File: src/rtl/imem_loader.sv
// Boot loader: assembles a byte stream into 32-bit little-endian words, writes them to imem,
// and releases the CPU from reset after the XOR checksum matches. Accepts one byte per cycle.
module imem_loader #(
    parameter int IMEM_DEPTH      = 1024,
    parameter int IMEM_ADDR_WIDTH = 10
) (
    input  logic                       clk,
    input  logic                       reset,
    input  logic                       rx_valid,
    input  logic [7:0]                 rx_data,
    output logic                       rx_ready,
    input  logic                       restart,
    output logic                       imem_we,
    output logic [IMEM_ADDR_WIDTH-1:0] imem_waddr,
    output logic [31:0]                imem_wdata,
    output logic                       cpu_reset_b,
    output logic                       load_done,
    output logic                       load_error,
    output logic [IMEM_ADDR_WIDTH:0]   words_loaded
);

    typedef enum logic [2:0] {
        CNT_LO,
        CNT_HI,
        DATA,
        CHECK,
        DONE,
        ERROR
    } state_t;

    localparam logic [16:0] DEPTH_EXT = 17'(IMEM_DEPTH);

    state_t                     state;
    state_t                     state_nxt;
    logic [15:0]                count;
    logic [1:0]                 byte_idx;
    logic [23:0]                asm_q;
    logic [7:0]                 csum;
    logic [IMEM_ADDR_WIDTH-1:0] word_idx;

    logic                       accept;
    logic                       restart_take;
    logic [15:0]                count_full;
    logic [15:0]                wl_next;
    logic                       last_word;

    assign accept       = rx_valid && rx_ready;
    assign restart_take = restart && ((state == DONE) || (state == ERROR));
    assign count_full   = {rx_data, count[7:0]};
    // words_loaded counts words already written, so +1 is the word now being completed
    assign wl_next      = {{(15 - IMEM_ADDR_WIDTH){1'b0}}, words_loaded} + 16'd1;
    assign last_word    = (byte_idx == 2'd3) && (wl_next == count);

    always_ff @(posedge clk or posedge reset) begin
        if (reset) begin
            state <= CNT_LO;
        end else begin
            state <= state_nxt;
        end
    end

    always_comb begin
        state_nxt   = state;
        rx_ready    = 1'b0;
        load_done   = 1'b0;
        load_error  = 1'b0;
        cpu_reset_b = 1'b0;
        case (state)
            CNT_LO: begin
                rx_ready = 1'b1;
                if (accept) state_nxt = CNT_HI;
            end
            CNT_HI: begin
                rx_ready = 1'b1;
                if (accept) begin
                    if ({1'b0, count_full} > DEPTH_EXT) begin
                        state_nxt = ERROR;
                    end else if (count_full == 16'd0) begin
                        state_nxt = CHECK;
                    end else begin
                        state_nxt = DATA;
                    end
                end
            end
            DATA: begin
                rx_ready = 1'b1;
                if (accept && last_word) state_nxt = CHECK;
            end
            CHECK: begin
                rx_ready = 1'b1;
                if (accept) state_nxt = (rx_data == csum) ? DONE : ERROR;
            end
            DONE: begin
                load_done   = 1'b1;
                cpu_reset_b = 1'b1;
                if (restart) state_nxt = CNT_LO;
            end
            ERROR: begin
                load_error = 1'b1;
                if (restart) state_nxt = CNT_LO;
            end
            default: state_nxt = CNT_LO;
        endcase
        // rx_ready must read low for the whole time reset is held, not just after the edge
        if (reset) rx_ready = 1'b0;
    end

    always_ff @(posedge clk or posedge reset) begin
        if (reset) begin
            count        <= '0;
            byte_idx     <= '0;
            asm_q        <= '0;
            csum         <= '0;
            word_idx     <= '0;
            words_loaded <= '0;
            imem_we      <= 1'b0;
            imem_waddr   <= '0;
            imem_wdata   <= '0;
        end else begin
            imem_we <= 1'b0;
            if (restart_take) begin
                count        <= '0;
                byte_idx     <= '0;
                csum         <= '0;
                word_idx     <= '0;
                words_loaded <= '0;
            end
            if (accept) begin
                case (state)
                    CNT_LO: count[7:0]  <= rx_data;
                    CNT_HI: count[15:8] <= rx_data;
                    DATA: begin
                        csum     <= csum ^ rx_data;
                        byte_idx <= byte_idx + 2'd1;
                        if (byte_idx == 2'd3) begin
                            imem_we      <= 1'b1;
                            imem_wdata   <= {rx_data, asm_q};
                            imem_waddr   <= word_idx;
                            word_idx     <= word_idx + 1'b1;
                            words_loaded <= words_loaded + 1'b1;
                        end else begin
                            asm_q[byte_idx*8 +: 8] <= rx_data;
                        end
                    end
                    default: ;
                endcase
            end
        end
    end

endmodule

File: config.mk
export PLATFORM = sky130hd
export DESIGN_NAME = imem_loader
export DESIGN_NICKNAME = d
export VERILOG_FILES = /design/src/rtl/imem_loader.sv
export SDC_FILE = /design/constraint.sdc
export NUM_CORES = 1
export LEC_CHECK = 0
export ABC_AREA = 1
export BUFFER_PORTS_ARGS = -buffer_cell sky130_fd_sc_hd__buf_2
export CAP_MARGIN = 0
export CORE_UTILIZATION = 25
export DETAILED_ROUTE_END_ITERATION = 8
export MAX_ROUTING_LAYER = met4
export PLACE_DENSITY = 0.39
export RECOVER_POWER = 50
export SETUP_SLACK_MARGIN = 0.05
export SYNTH_ARGS = -nofsm -noshare
export SYNTH_HDL_FRONTEND = slang
export SYNTH_SLANG_ARGS = --single-unit
File: constraint.sdc
create_clock -name clk -period 6.37 [get_ports clk]
set_clock_uncertainty 0.05 [all_clocks]
set_input_delay 1.274 -clock clk [delete_from_list [all_inputs] [get_ports clk]]
set_output_delay 1.274 -clock clk [all_outputs]
set_load 0.005 [all_outputs]
======== Word-level counts from Yosys, hierarchy flattened ========
Cells that the tools add are included.
word-level totals
  logic and storage cells ................. 80
  register bits after elaboration ......... 117
cells by class
  reduce and logical (&&, ||, !) cells .... 12
  eq/ne operators ......................... 13
  shifts and indexed selects .............. 2
  mux-type cells .......................... 35
  $lt $le $gt $ge ......................... 1
  bitwise operators ....................... 2
  add/sub/neg operators ................... 5
operators with widths
  operator                   number
  $mux W11                   4
  $mux W10                   4
  $mux W8                    5
  $neg A5 Y34                1
  $shift A8 B34 Y24 const A  1
  $shiftx A8 B34 Y24         1
  $mux W16                   2
  $bwmux W24                 1
  $mux W3                    6
  $eq A12 B16 Y1             1
  $gt A16 B11 Y1 const B     1
  $logic_not A16 Y1          1
  $pmux W3 S5                1
  $add A11 B1 Y12 const B    1
  $add A11 B1 Y11 const B    1
  $add A10 B1 Y10 const B    1
  $mux W1                    9
  $eq A8 B8 Y1               1
  $ne A2 B2 Y1 const B       4
  $xor A8 B8 Y8              1
  $eq A3 B2 Y1 const B       2
  $eq A3 B3 Y1 const B       2
  $mux W2                    3
  $reduce_and A3 Y1          2
  11 further kinds           14

======== Depth between registers and ports, before layout ========
  depth in word-level cells ............... 8
  depth in mapped cells ................... 14
  depth with buffers taken out ............ 14

======== Worst setup path after synthesis ========
OpenSTA, ideal clock, no wires.
  path kind ............................... input -> output
  from .................................... in reset
  to ...................................... out rx_ready
  slack ................................... 3.608 ns
  path buffers ............................ 0
  data required time ...................... 5.046 ns
  data arrival time ....................... 1.438 ns
  stages on the path ...................... 1
  path through ............................ nor2_1
between the ends
  longest elaborated chain between the ends .. 1
ends and longest elaborated chain
  item                line  source
  start: declaration  8     input logic reset,
  $mux W1             105   if (reset) rx_ready = 1'b0;
  end: declaration    11    output logic rx_ready,
Every way passes these cells.

==> flow_metrics.py <==
metrics = {
    "status": {
        "status": "finished, violations left",
        "violations": "capacitance limit, slew limit",
    },
    "routing": {
        "routed_wl_um": 14550,
        "final_antenna_net_count": 0,
        "vias": 4514,
        "drtIter0Drc": 255,
        "drtPass1Iterations": 5,
        "drc": 0,
        "vias_per_cell": 4.523,
        "post_drt_wl_per_cell_um": 14.58,
    },
    "power": {
        "p_leak_nw": 3.239,
        "power_density_nw_per_um2": 330.5,
        "ir_drop_uv": 166.9,
        "p_total_w": 0.002174,
    },
    "synthesis": {
        "avgSynthCellArea_um2": 8.478,
        "syn_area_um2": 5451,
        "synth_warnings": 0,
        "synth_cell_type_count": 31,
        "ys_seq_area_frac": 0.5371,
        "synthCells": 643,
        "ys_ff_latch": 117,
        "syn-num-nets": 662,
    },
    "critical_path": {
        "worst-endpoint-required_ns": 6.51,
        "worst-path-stages": 3,
        "crit_arrival_ns": 4.22,
        "rrSetupSlack_ns": 3.49,
        "endpoint_kind": "asynchronous set/reset pin",
        "slowest_stage": "clkbuf_2",
        "path_buf_inv": 3,
        "r2r-end": "words_loaded[8]",
        "r2r_start": "state[2]",
        "cp_slowest_stage_delay_ns": 1.42,
        "crit_chain": "clkbuf_1 -> clkinvlp_2 -> clkbuf_2",
        "start_kind": "input pin",
        "path_max_fanout": 67,
        "r2r_cells": 7,
        "worstSetupPathType": "input pin to asynchronous set/reset pin",
        "critical-path-top-delay-family": "buffers and inverters",
    },
    "floorplanning": {
        "start_util": 0.2569,
        "core_area_um2": 21220,
        "fp.dieH_um": 149.7,
        "die-area_um2": 22400,
        "fp-row-count": 53,
        "die_w_um": 149.7,
        "ios": 70,
    },
    "global_routing": {
        "first_global_vias": 4519,
        "grt_usage": 0.1448,
        "grt_max_degree": 68,
        "grt_pass1_wl_um": 23930,
        "antenna_found_initial": 0,
        "overflow": 0,
    },
    "clocking": {
        "cts_resized": 0,
        "cts.reportedPaths.clkPinSlew_ns": 0.05,
        "cts_tree": "built",
        "clk_path_buf_depth": 2,
        "htree_levels": 4,
        "hold_buffers": 0,
        "cts.sinks": 117,
        "cts_buffers": 17,
        "post-cts-setup-buffers": 0,
        "clk_latency_ns": 0.41,
        "cts-root-buf": "clkbuf_16",
    },
    "sta": {
        "fmax_mhz": 245.2,
        "setup_viol": 0,
        "fin_crit_sh": 0.6403,
        "rsz0062_at_grt": "false",
        "hold_violations": 0,
        "totalNegativeSetupSlack_ns": 0,
        "timing.slew.headroom": -0.5782,
        "slew_viol_final": 120,
        "tightest_slew_ns": 2.354,
        "fin_crit_ns": 4.079,
    },
    "place": {
        "dp_hpwl_um": 10070,
        "portBuffers": 69,
        "dp_cells": 966,
        "globalplace.congestion": 0.8218,
    },
    "worst_hold_path": {
        "hold_end": "imem_waddr[2]",
        "hold_path_startpoint": "imem_waddr[2]",
        "hp-class": "register to register",
        "worstHoldPathCells": 2,
    },
    "job": {
        "drv_cap": 2,
    },
    "cells_and_area": {
        "utilization": 0.3100,
        "finalNonFillerCells": 998,
        "area_delta_synth_final_pct": 20.66,
        "finalNetCount": 729,
        "diodes": 0,
        "layout-drive-gt1-share": 0.1245,
    },
}
[registers in the layout (all words and copies together) (netlist names), 3 cells and up]
name and cells:
imem_waddr 10, csum 8, asm_q 24, imem_wdata 32, state 3, count 16
words_loaded 11, word_idx 10
[worst max-delay path by stage]
stage / start / to / slack (ns)
6_report: reset / asm_q[6] / 2.29
5_1_grt: reset / count[14] / 1.56
4_1_cts: reset / words_loaded[5] / 3.03
3_5_place_dp: reset / words_loaded[6] / 2.60
3_3_place_gp: reset / words_loaded[8] / 2.69
2_1_floorplan: reset / asm_q[0] / 1.95
[cell usage after synthesis (all sizes together)]
cell type    n  area [um^2]
nand3       61        310.3
nor3        10        61.31
o21bai       1        7.510
xnor2        4        35.03
o31ai        1        7.510
nor3b        3        56.30
ha           7        87.58
clkbuf       9        33.78
xor2         5        43.79
a21oi       13        72.57
o21ai       85        425.4
clkinv       1        3.750
dfrtp      117         2928
o22ai        8        50.05
xnor3        1        22.52
nand3b       3        22.52
nand2      164        625.6
nand4       21        131.4
inv         74        277.8
nor2        40        150.1
buf         15        98.84
[metrics by stage]
step / instance area [um^2] / hold WS [ns] / setup slack, ns
floorplan: 5451 / 0.3926 / 1.945
global placement: 6033 / 0.4140 / 2.686
finish: 6578 / 0.4244 / 2.291
global route: 6578 / 0.4454 / 1.558
CTS: 6619 / 0.4314 / 3.034
detailed placement: 6033 / 0.4159 / 2.597
[layer usage]
layer | wire length (um) | track usage | vias to the layer above
li1 | - | - | 2241
met1 | 7208 | 0.1896 | 2155
met2 | 6578 | 0.2194 | 104
met3 | 581 | 0.03384 | 14
met4 | 181 | 0.04747 | 0
met5 | 0 | - | -
[placed cells by master, fill, tap and decap left out, drive strengths merged]
cell type and n:
clkbuf 43, o31ai 1, nand3b 3, o21bai 1
dfrtp 117, ha 7, bufinv 2, nor3 10
nand4 21, nand2 164, nor2 40, nor3b 3
a21oi 13, xnor2 4, clkinvlp 8, inv 73
o21ai 85, xnor3 1, nand3 61, clkinv 5
xor2 5, o22ai 8, buf 48
[power breakdown]
part	total (W)	internal, W	switching (W)	leakage [nW]
combinational	0.000335	0.000120	0.000215	1.44
clock	0.000941	0.000592	0.000349	0.269
sequential	0.000898	0.000821	0.0000768	1.53
[kinds of logic (layout without fill, tap and decap cells)]
kind of cell / Yosys count / in the layout / synth area share
buffers and inverters: 99 / 179 / 0.07597
DFF: 117 / 117 / 0.5371
xor gates and xnor gates: 10 / 10 / 0.01859
and+or+nand+nor: 302 / 302 / 0.2490
AOI/OAI and AO/OA: 108 / 108 / 0.1033
adders and majority gates: 7 / 7 / 0.01607
[cell type report]
cell class              count  area, um^2
clock buffers              19       452.9
flip-flops and latches    117        2928
clock inverters            13       132.6
well taps                 275       344.1
inverters                  75       282.8
multi-input cells         427        2102
fillers                  2284       14640
repair buffers             72       335.3
[worst min-delay path, stage by stage, from the launching register on]
cell     delay (ns)
dfrtp_1        0.34
nand2_1        0.05
o21ai_0        0.05
(Power assumes the default switching activity.)
